<file path="src/rtl/fp_div_pkg.sv">
// Shared binary32 field widths, constants, operation/rounding encodings and the
// unpacked-operand record used by the fp_div divider.
package fp_div_pkg;

    localparam int EXP_W = 8;
    localparam int MAN_W = 23;
    localparam int BIAS  = 127;

    // Quotient bits produced by the recurrence: 24 significand bits, guard and round.
    localparam int QBITS = MAN_W + 3;

    localparam logic [31:0] QNAN    = 32'h7FC0_0000;
    localparam logic [31:0] POS_INF = 32'h7F80_0000;
    localparam logic [31:0] MAX_FIN = 32'h7F7F_FFFF;

    typedef enum logic [1:0] {
        OP_DIV  = 2'b00,
        OP_RSV1 = 2'b01,
        OP_RSV2 = 2'b10,
        OP_RSV3 = 2'b11
    } op_e;

    typedef enum logic {
        RM_RNE = 1'b0,
        RM_RZ  = 1'b1
    } rmode_e;

    typedef struct packed {
        logic             sign;
        logic [EXP_W-1:0] exp;
        logic [MAN_W:0]   man;
        logic             is_zero;
        logic             is_inf;
        logic             is_nan;
    } fp_unpacked_t;

    // Subnormals collapse to signed zero; the significand carries the hidden one.
    function automatic fp_unpacked_t fp_unpack(input logic [31:0] x);
        fp_unpacked_t u;
        u.sign    = x[31];
        u.exp     = x[30:23];
        u.is_zero = (x[30:23] == '0);
        u.is_inf  = (x[30:23] == '1) && (x[22:0] == '0);
        u.is_nan  = (x[30:23] == '1) && (x[22:0] != '0);
        u.man     = u.is_zero ? '0 : {1'b1, x[22:0]};
        return u;
    endfunction

endpackage

</file>
<file path="src/rtl/fp_div_if.sv">
// Operand/result bundle for fp_div. With FPDIV_DONE_EN defined the bundle also
// carries the one-cycle done pulse.
interface fp_div_if;

    logic        round_mode;
    logic [1:0]  op;
    logic [31:0] dividend;
    logic [31:0] divisor;
    logic [31:0] quotient;
`ifdef FPDIV_DONE_EN
    logic        done;

    modport master (
        output round_mode, op, dividend, divisor,
        input  quotient, done
    );

    modport slave (
        input  round_mode, op, dividend, divisor,
        output quotient, done
    );
`else
    modport master (
        output round_mode, op, dividend, divisor,
        input  quotient
    );

    modport slave (
        input  round_mode, op, dividend, divisor,
        output quotient
    );
`endif

endinterface

</file>
<file path="src/rtl/fp_div_ctrl.sv">
// Free-running operation sequencer for fp_div: counts 0..PERIOD-1 and decodes
// the load, iterate and writeback strobes from the count.
module fp_div_ctrl
    import fp_div_pkg::*;
#(
    parameter int PERIOD = 28
) (
    input  logic clk,
    input  logic reset,
    output logic load_o,
    output logic iter_o,
    output logic wb_o
);

    localparam int CNT_W = $clog2(PERIOD);

    logic [CNT_W-1:0] cnt_q;
    logic [CNT_W-1:0] cnt_d;

    always_comb begin
        cnt_d = cnt_q + CNT_W'(1);
        if (cnt_q == CNT_W'(PERIOD - 1)) begin
            cnt_d = '0;
        end
    end

    always_ff @(posedge clk) begin
        if (reset) begin
            cnt_q <= '0;
        end else begin
            cnt_q <= cnt_d;
        end
    end

    // Cycles between the last iteration and PERIOD-1 are idle.
    assign load_o = (cnt_q == '0);
    assign iter_o = (cnt_q >= CNT_W'(1)) && (cnt_q <= CNT_W'(QBITS));
    assign wb_o   = (cnt_q == CNT_W'(PERIOD - 1));

endmodule

</file>
<file path="src/rtl/fp_div.sv">
// fp_div: iterative binary32 divider using a radix-2 non-restoring recurrence on a
// fixed PERIOD schedule. Optional macro FPDIV_DONE_EN adds the done pulse output.
module fp_div
    import fp_div_pkg::*;
#(
    parameter int PERIOD = 28
) (
    input  logic    clk,
    input  logic    reset,
    fp_div_if.slave bus
);

    localparam int E_W = EXP_W + 2;
    localparam int R_W = MAN_W + 4;

    localparam logic signed [E_W-1:0] EXP_OVF = E_W'(2 ** EXP_W - 1);
    localparam logic signed [E_W-1:0] EXP_ONE = E_W'(1);
    localparam logic signed [E_W-1:0] BIAS_E  = E_W'(BIAS);

    logic load;
    logic iter;
    logic wb;

    fp_unpacked_t a_u;
    fp_unpacked_t b_u;
    logic         sgn_d;
    logic         spec_d;
    logic [31:0]  spec_val_d;
    logic signed [E_W-1:0] exp_d;

    logic                  sign_q;
    logic signed [E_W-1:0] exp_q;
    logic                  rz_q;
    logic                  spec_q;
    logic [31:0]           spec_val_q;
    logic [MAN_W:0]        div_q;
    logic signed [R_W-1:0] rem_q;
    logic signed [R_W-1:0] rem_d;
    logic [QBITS-1:0]      qb_q;
    logic [QBITS-1:0]      qb_d;

    logic signed [R_W-1:0] div_ext;
    logic signed [R_W-1:0] trial;
    logic                  sticky;
    logic [31:0]           quotient_q;
    logic [31:0]           quotient_d;

    fp_div_ctrl #(.PERIOD(PERIOD)) u_ctrl (
        .clk    (clk),
        .reset  (reset),
        .load_o (load),
        .iter_o (iter),
        .wb_o   (wb)
    );

    // Normalise, round (RNE or RZ), then pack with overflow and FTZ handling.
    function automatic logic [31:0] round_pack(
        input logic                  sign,
        input logic signed [E_W-1:0] exp_in,
        input logic [QBITS-1:0]      qb,
        input logic                  stk,
        input logic                  rz
    );
        logic [MAN_W:0]        mant;
        logic [MAN_W+1:0]      msum;
        logic                  g;
        logic                  rb;
        logic                  inc;
        logic signed [E_W-1:0] e;
        if (qb[QBITS-1]) begin
            mant = qb[QBITS-1:2];
            g    = qb[1];
            rb   = qb[0];
            e    = exp_in;
        end else begin
            // Quotient below 1.0: the remainder still covers every discarded bit.
            mant = qb[QBITS-2:1];
            g    = qb[0];
            rb   = 1'b0;
            e    = exp_in - EXP_ONE;
        end
        inc  = ~rz & g & (rb | stk | mant[0]);
        msum = {1'b0, mant} + (MAN_W + 2)'(inc);
        if (msum[MAN_W+1]) begin
            mant = msum[MAN_W+1:1];
            e    = e + EXP_ONE;
        end else begin
            mant = msum[MAN_W:0];
        end
        if (e >= EXP_OVF) begin
            return rz ? {sign, MAX_FIN[30:0]} : {sign, POS_INF[30:0]};
        end else if (e < EXP_ONE) begin
            return {sign, 31'b0};
        end
        return {sign, e[EXP_W-1:0], mant[MAN_W-1:0]};
    endfunction

    // Load stage: unpack operands and resolve every special case up front.
    always_comb begin
        a_u        = fp_unpack(bus.dividend);
        b_u        = fp_unpack(bus.divisor);
        sgn_d      = a_u.sign ^ b_u.sign;
        exp_d      = $signed({2'b00, a_u.exp}) - $signed({2'b00, b_u.exp}) + BIAS_E;
        spec_d     = 1'b1;
        spec_val_d = QNAN;
        if (a_u.is_nan || b_u.is_nan || (op_e'(bus.op) != OP_DIV) ||
            (a_u.is_zero && b_u.is_zero) || (a_u.is_inf && b_u.is_inf)) begin
            spec_val_d = QNAN;
        end else if (a_u.is_inf || b_u.is_zero) begin
            spec_val_d = {sgn_d, POS_INF[30:0]};
        end else if (b_u.is_inf || a_u.is_zero) begin
            spec_val_d = {sgn_d, 31'b0};
        end else begin
            spec_d = 1'b0;
        end
    end

    // Iterate stage: one non-restoring step per cycle.
    always_comb begin
        div_ext = $signed({3'b000, div_q});
        trial   = rem_q[R_W-1] ? (rem_q + div_ext) : (rem_q - div_ext);
        rem_d   = trial <<< 1;
        qb_d    = {qb_q[QBITS-2:0], ~trial[R_W-1]};
        // rem_q holds twice the last partial remainder; a negative one is restored first.
        sticky  = rem_q[R_W-1] ? ((rem_q + (div_ext <<< 1)) != '0) : (rem_q != '0);
    end

    // Writeback stage.
    always_comb begin
        quotient_d = spec_q ? spec_val_q : round_pack(sign_q, exp_q, qb_q, sticky, rz_q);
    end

    always_ff @(posedge clk) begin
        if (reset) begin
            sign_q     <= 1'b0;
            exp_q      <= '0;
            rz_q       <= 1'b0;
            spec_q     <= 1'b0;
            spec_val_q <= '0;
            div_q      <= '0;
            rem_q      <= '0;
            qb_q       <= '0;
            quotient_q <= '0;
        end else begin
            if (load) begin
                sign_q     <= sgn_d;
                exp_q      <= exp_d;
                rz_q       <= (rmode_e'(bus.round_mode) == RM_RZ);
                spec_q     <= spec_d;
                spec_val_q <= spec_val_d;
                div_q      <= b_u.man;
                rem_q      <= $signed({3'b000, a_u.man});
                qb_q       <= '0;
            end else if (iter) begin
                rem_q <= rem_d;
                qb_q  <= qb_d;
            end
            if (wb) begin
                quotient_q <= quotient_d;
            end
        end
    end

    assign bus.quotient = quotient_q;

`ifdef FPDIV_DONE_EN
    logic done_q;

    always_ff @(posedge clk) begin
        if (reset) begin
            done_q <= 1'b0;
        end else begin
            done_q <= wb;
        end
    end

    assign bus.done = done_q;
`endif

endmodule

</file>
<file path="src/flat_wrapper.sv">
// flat-port wrapper written by rule: the top's interface ports become plain ports
module fp_div_flat import fp_div_pkg::*;
#(
    parameter int PERIOD = 28
)
  (clk, reset, bus_round_mode, bus_op, bus_dividend, bus_divisor, bus_quotient);
  fp_div_if bus_i ();
  input  logic clk;
  input  logic reset;
  input wire logic [$bits(bus_i.round_mode)-1:0] bus_round_mode;
  input wire logic [$bits(bus_i.op)-1:0] bus_op;
  input wire logic [$bits(bus_i.dividend)-1:0] bus_dividend;
  input wire logic [$bits(bus_i.divisor)-1:0] bus_divisor;
  output wire logic [$bits(bus_i.quotient)-1:0] bus_quotient;
  assign bus_i.round_mode = bus_round_mode;
  assign bus_i.op = bus_op;
  assign bus_i.dividend = bus_dividend;
  assign bus_i.divisor = bus_divisor;
  assign bus_quotient = bus_i.quotient;
  fp_div #(.PERIOD(PERIOD)) u_core (.clk(clk), .reset(reset), .bus(bus_i));
endmodule
</file>
<file path="config.mk">
export PLATFORM = sky130hd
export DESIGN_NAME = fp_div_flat
export DESIGN_NICKNAME = d
export VERILOG_FILES = /design/src/rtl/fp_div_pkg.sv /design/src/rtl/fp_div_if.sv /design/src/rtl/fp_div_ctrl.sv /design/src/rtl/fp_div.sv /design/src/flat_wrapper.sv
export SDC_FILE = /design/constraint.sdc
export NUM_CORES = 1
export LEC_CHECK = 0
export BUFFER_PORTS_ARGS = -buffer_cell sky130_fd_sc_hd__buf_4
export CORE_MARGIN = 2
export CORE_UTILIZATION = 49
export DETAILED_ROUTE_END_ITERATION = 12
export PLACE_DENSITY_LB_ADDON = 0.3
export SETUP_SLACK_MARGIN = 0.2
export SLEW_MARGIN = 15
export SYNTH_ARGS = -nofsm -noshare
export SYNTH_HDL_FRONTEND = slang
export SYNTH_SLANG_ARGS = --single-unit
</file>
<file path="constraint.sdc">
create_clock -name clk -period 4.5 [get_ports clk]
set_input_delay 0.9 -clock clk [delete_from_list [all_inputs] [get_ports clk]]
set_output_delay 0.9 -clock clk [all_outputs]
set_load 0.05 [all_outputs]
</file>
Word level (Yosys, flattened, before mapping) --
Cells that the tools add are included.
Storage, ports and cells: register bits 159, input bits 69, output and inout bits 32
Operators by class: add/sub/neg operators 9, magnitude comparators 4, equal/unequal tests 3, mux-type cells 25, bitwise operators 7, reductions and logical operators 26
Operators with widths (count):
- 2-to-1 mux 32 bit | 7
- 2-to-1 mux 24 bit | 6
- adder 27 x 25 -> 27 bit | 2
- nonzero test 27 bit | 2
- logical NOT 23 bit | 2
- nonzero test 23 bit | 2
- 2-to-1 mux 27 bit | 1
- subtractor 27 x 25 -> 27 bit | 1
- adder 24 x 1 -> 25 bit | 1
- 2-to-1 mux 23 bit | 1
- 2-to-1 mux 10 bit | 2
- equality test 8 bit (second input constant) | 2
- logical NOT 8 bit | 2
- adder 10 x 2 -> 10 bit (second input constant) | 1
- adder 10 x 8 -> 10 bit (second input constant) | 1
- greater-or-equal comparator 10 x 9 -> 1 bit (second input constant) | 1
- < comparator 10 x 2 -> 1 bit (second input constant) | 1
- subtractor 10 x 2 -> 10 bit (second input constant) | 1
- subtractor 8 x 8 -> 9 bit | 1
- 2-to-1 mux 1 bit | 8
- logical AND 1 bit | 7
- logical OR 1 bit | 6
- adder 5 x 1 -> 5 bit (second input constant) | 1
- equality test 5 bit (second input constant) | 1
- 9 further kinds | 14

Longest topological paths before layout --
depth in word-level cells 13, gate-level depth with buffers 20, mapped depth without buffers 19

Hierarchy --
From an unflattened synthesis, not the netlist that was laid out.
Second synthesis, totals: cells, all modules 1375, area total of the unflattened synthesis 10532.6 um^2
Modules (own cells, without submodules):
- fp_div | times used 1, cells each 1345, area each 10257.3 um^2, sequential area each 2502.4 um^2
- fp_div_ctrl | times used 1, cells each 30, area each 275.3 um^2, sequential area each 100.1 um^2

Worst setup path after synthesis --
Ideal clock, no wire load.
path kind reg2reg, from reg u_core.qb_q[25], to reg u_core.quotient_q[22], in the netlist u_core.bus.quotient[22], data arrival time 4.767 ns, required time 4.384 ns, setup slack -0.383 ns, stages on the path, launching flop included 20, path buffers 7, period minus slack after synthesis 4.883 ns, cells stage by stage dfxtp_1 -> buf_6 -> buf_2 -> buf_1 -> clkbuf_1 -> clkbuf_1 -> mux2_2 -> ha_1 -> and3_1 -> and3_1 -> and4_1 -> clkbuf_1 -> nor4b_1 -> o21ai_0 -> a2111o_1 -> o21ba_1 -> and2_1 -> buf_6 -> or4_1 -> and3_1
On the way: longest elaborated chain between the ends 11, elaborated cells between the ends (all ways) 19, those cells by class add/sub (2); order compare (2); mux (11); bitwise (4)
Ends and longest elaborated chain:
- start: declaration | line fp_div.sv:39 | logic [QBITS-1:0] qb_q;
- start signal: assignment | line fp_div.sv:156 | qb_q <= qb_d;
- 2-to-1 mux 1 bit | line fp_div.sv:70 | if (qb[QBITS-1]) begin
- OR 1 bit (2 in a row) | line fp_div.sv:82 | inc = ~rz & g & (rb | stk | mant[0]);
- AND 1 bit | line fp_div.sv:82
- adder 24 x 1 -> 25 bit | line fp_div.sv:83 | msum = {1'b0, mant} + (MAN_W + 2)'(inc);
- 2-to-1 mux 10 bit | line fp_div.sv:84 | if (msum[MAN_W+1]) begin
- < comparator 10 x 2 -> 1 bit | line fp_div.sv:92 | end else if (e < EXP_ONE) begin
- 2-to-1 mux 1 bit | line fp_div.sv:92
- 2-to-1 mux 1 bit | line fp_div.sv:90 | if (e >= EXP_OVF) begin
- 2-to-1 mux 32 bit (*) | line fp_div.sv:95 | return {sign, e[EXP_W-1:0], mant[MAN_W-1:0]};
- 2-to-1 mux 32 bit (*) | line fp_div.sv:130 | quotient_d = spec_q ? spec_val_q : round_pack(sign_q, exp_q, qb_q, sticky, rz_q);
- end signal: assignment | line fp_div.sv:159 | quotient_q <= quotient_d;
- end: declaration | line fp_div.sv:45 | logic [31:0] quotient_q;
Mark *: on every way between the ends. The rest lies on a longest branch, timed or not. A chain may end at the register's enable or synchronous reset.

Worst setup path in the final report --
from reg u_core.div_q[0], to reg u_core.rem_q[26]
On the way: longest elaborated chain between the ends 2, elaborated cells between the ends (all ways) 3, those cells by class add/sub (2); mux (1)
Ends and longest elaborated chain:
- start: declaration | line fp_div.sv:36 | logic [MAN_W:0] div_q;
- start signal: assignment | line fp_div.sv:151 | div_q <= b_u.man;
- subtractor 27 x 25 -> 27 bit or adder 27 x 25 -> 27 bit (tied branches) | line fp_div.sv:121 | trial = rem_q[R_W-1] ? (rem_q + div_ext) : (rem_q - div_ext);
- 2-to-1 mux 27 bit (*) | line fp_div.sv:121
- end signal: assignment | line fp_div.sv:152 | rem_q <= $signed({3'b000, a_u.man});
- end signal: assignment | line fp_div.sv:155 | rem_q <= rem_d;
- end: declaration | line fp_div.sv:37 | logic signed [R_W-1:0] rem_q;
Marks and branches as above.

==> flow_metrics.py <==
metrics = {
    "flow_run": {
        "maxCapViolCount": 0,
    },
    "yosys": {
        "ys_seq_area_share_pct": 25.5,
        "ys_ff_latch": 130,
        "syn-num-nets": 1502,
        "edff_count_synth": 0,
        "synth.cell_area_mm2": 0.0102,
        "synth-simple-area-share_pct": 23.8,
        "synth_area_per_cell_um2": 7.48,
        "synth_xor_area_share_pct": 7.56,
        "synth_cells": 1363,
        "synth-adder-area-share_pct": 8.81,
        "synth_top_area_cell": "dfxtp_1",
        "yosys-top-cells-area": "dfxtp_1, ha_1, nand2_1",
        "post-synth-top-area-fraction_pct": 25.5,
        "synth_ff_type": "dfxtp_1",
        "ys.warnings.count": 0,
        "dominant_combinational_cell_family_by_area_after_synthesis": "compound AO/OA/AOI/OAI gates",
        "synth_compound_gate_area_share_pct": 26.7,
        "count_of_cell_types_in_the_netlist": 76,
        "synthMuxAreaShare_pct": 2.75,
        "async_flop_share_pct": 0,
    },
    "placed_design": {
        "dp_hpwl_um": 22600,
        "pre_cts_ws_ns": 0.339,
        "gp_routability_congestion": 0.948,
        "numPortBuffers": 100,
        "total_placed_instance_area_mm2": 0.0112,
    },
    "setup_path": {
        "critPathMaxFanout": 5,
        "ff2ff_path_depth": 18,
        "cp-start-kind": "flip-flop",
        "worst_path_largest_cell_delay_ns": 0.45,
        "number_of_buffer_and_inverter_instances_along_the_worst_setup_path": 2,
        "setup.worst_path.class": "flip-flop to flip-flop",
        "reg2reg_to": "u_core.rem_q[26]",
        "cp_top_family": "compound AO/OA/AOI/OAI gates",
        "critical_path_arrival_ns": 4.32,
        "crit_path_top_delay_cell": "a311o_1",
        "worstPathCellList": "inv_1 -> ha_1 -> nand2_1 -> nor3_1 -> nor2_1 -> xor2_1 -> ha_1 -> a21o_1 -> nor3_1 -> o21ai_0 -> a41oi_2 -> o31ai_1 -> a311o_1 -> a2111oi_1 -> buf_4 -> a211oi_1 -> xnor2_1 -> a22o_1",
        "crit_start": "u_core.div_q[0]",
        "critical_path_cell_count": 18,
        "r2r_slack_ns": 0.50,
        "r2r-start": "u_core.div_q[0]",
        "timing.critical_path.to_type": "flip-flop",
        "critical_path_required_ns": 4.82,
    },
    "hold_path": {
        "worst_hold_path.num_cells": 2,
        "min_from": "u_core.bus.quotient[4]",
        "hold-path-endpoint": "u_core.bus.quotient[4]",
        "hold_class": "flip-flop to flip-flop",
    },
    "global_route": {
        "antenna_found_initial": 0,
        "maximum_number_of_pins_on_one_net_before_global_route_repair": 49,
        "gr-usage-all-layers_pct": 26.4,
        "groute.layer.met1.usage_pct": 34.0,
        "grt_pass1_vias": 9351,
        "grt-busiest-layer": "met2",
        "grt_first_pass_wirelength_um": 47300,
        "grt.met3_usage_pct": 3.77,
        "grt_util_met2_pct": 43.9,
        "global_route_overflow": 0,
    },
    "floorplan": {
        "die_area_mm2": 0.0220,
        "die_width_um": 148,
        "die_h_um": 148,
        "initial_utilization_pct": 50.2,
        "floorplan.rows": 52,
        "core_region_area_mm2": 0.0203,
        "boundaryPins": 101,
    },
    "cts": {
        "insertion_delay_ns": 0.42,
        "cts.repair_timing.setup_buffer_count": 0,
        "clk_pin_slew_ns": 0.06,
        "clock_buffers_created_by_tritoncts": 17,
        "max-clock-path-buffers": 2,
        "cts-root-buf": "clkbuf_16",
        "cts.sinks": 130,
        "cts_tree": "built",
        "cts_htree_levels": 4,
    },
    "layout": {
        "num_antenna_cells": 0,
        "drive_above_1_share_pct": 12.8,
        "ff_latch_area_mm2": 0.00260,
        "finalCoreUtilization_pct": 58.5,
        "flow.area_growth_from_synthesis_pct": 16.5,
        "multi_input_gate_area_in_the_final_layout_mm2": 0.00716,
        "n_fill_cell": 1907,
        "num-nets-final": 1580,
        "design_area_mm2": 0.0119,
        "layout.cells.most_common": "nand2_1",
        "most_frequent_cells_in_the_layout": "nand2_1, dfxtp_1, buf_4",
    },
    "route": {
        "drt_initial_violations": 922,
        "route.vias.total": 10400,
        "routed_via_density": 6.02,
        "number_of_search_and_repair_iterations_in_the_first_detailed_routing_pass": 7,
        "detail-route-antenna-nets": 0,
        "avg_wl_per_cell_um": 17.2,
        "finalWirelength_um": 29600,
        "route.detailed.drc": 0,
    },
    "status": {
        "outcome": "finished clean",
    },
    "timing": {
        "setup_total_negative_slack_ns": 0,
        "holdWs_ns": 0.444,
        "timing.final.max_slew_violations": 0,
        "final_critical_path_setup_slack_ns": 0.499,
        "clock-skew-final_ns": 0.00943,
        "tightest_pin_transition_ns": 1.03,
        "setup_viols_final": 0,
        "number_of_hold_violations_in_the_final_report": 0,
        "fmax_mhz": 250,
        "rsz0062_at_grt": "no",
        "final.period_utilization_pct": 88.9,
        "layout_min_cycle_time_ns": 4.00,
        "slew_margin_rel_pct": 31.0,
    },
    "pwr": {
        "cellLeakagePower_nw": 4.77,
        "power_density_mw_per_mm2": 545,
        "power.ir.vdd_worst_v": 0.000427,
    },
}
[registers in the layout, summed over array words and instances, names as in the netlist]
| signal | flops |
|---|---|
| u_core.rz_q | 1 |
| u_core.u_ctrl.cnt_q | 5 |
| u_core.spec_val_q | 3 |
| u_core.sign_q | 1 |
| u_core.exp_q | 10 |
| u_core.div_q | 24 |
| u_core.bus.quotient | 32 |
| u_core.spec_q | 1 |
| u_core.rem_q | 27 |
| u_core.qb_q | 26 |
[synthesized netlist by cell type, drive strengths merged, types with 27 or more instances]
cell type  instances
nand2            187
a211oi            27
nor3              47
nor2             121
dfxtp            130
xor2              36
o21ai             81
inv               55
clkbuf            54
xnor2             52
a21oi            120
nor4              27
ha                67
[timing repair]
action                     4_1_cts  5_1_grt
setup endpoints to repair        0        6
gates resized for setup          0        9
hold buffers                     0        0
[area by class of cell]
cell class / instances / area share [%]
clock buffer: 18 / 3.70
clock inverter: 13 / 1.35
inverter: 56 / 1.77
multi-input combinational: 1109 / 60.3
sequential: 130 / 21.9
tap: 270 / 2.85
timing repair buffer: 127 / 8.13
[metal layers]
| layer | part of all wire [%] | vias up |
|---|---|---|
| met1 | 43 | 4773 |
| met4 | 4.1 | 0 |
| met5 | 0 | - |
| li1 | - | 5134 |
| met2 | 46 | 379 |
| met3 | 6.2 | 80 |
[power by group]
group	switching (mW)	total [mW]	internal (mW)
Sequential	0.239	1.52	1.29
Clock	0.547	1.43	0.882
Combinational	2.00	3.52	1.52
[logic make-up (layout without fill, tap and decap cells)]
group,after synthesis,count (layout)
flops,130,130
compound gates,414,414
buf+inv,124,214
simple gates,510,510
fa+ha+maj,70,70
xor+xnor,88,88
mux,27,27
[worst min-delay path, cell delays in order (launching register included)]
cell	delay, ns
dfxtp_1	0.31
nand2_1	0.05
o21ai_1	0.05
[stage by stage]
step,instances,total power [mW]
finish,1723,6.47
global route,1723,6.93
CTS,1723,6.39
detailed placement,1692,4.95
global placement,1692,4.89
floorplan,1363,4.13
[worst max path at each step]
stage | endpoint | slack [ns]
6_report | u_core.rem_q[26] | 0.50
5_1_grt | u_core.rem_q[26] | 0.20
4_1_cts | u_core.rem_q[26] | 0.31
3_5_place_dp | u_core.rem_q[26] | 0.34
3_3_place_gp | u_core.rem_q[26] | 0.47
2_1_floorplan | u_core.bus.quotient[22] | 0.22
No activity file was read; power rests on OpenSTA's default activity.
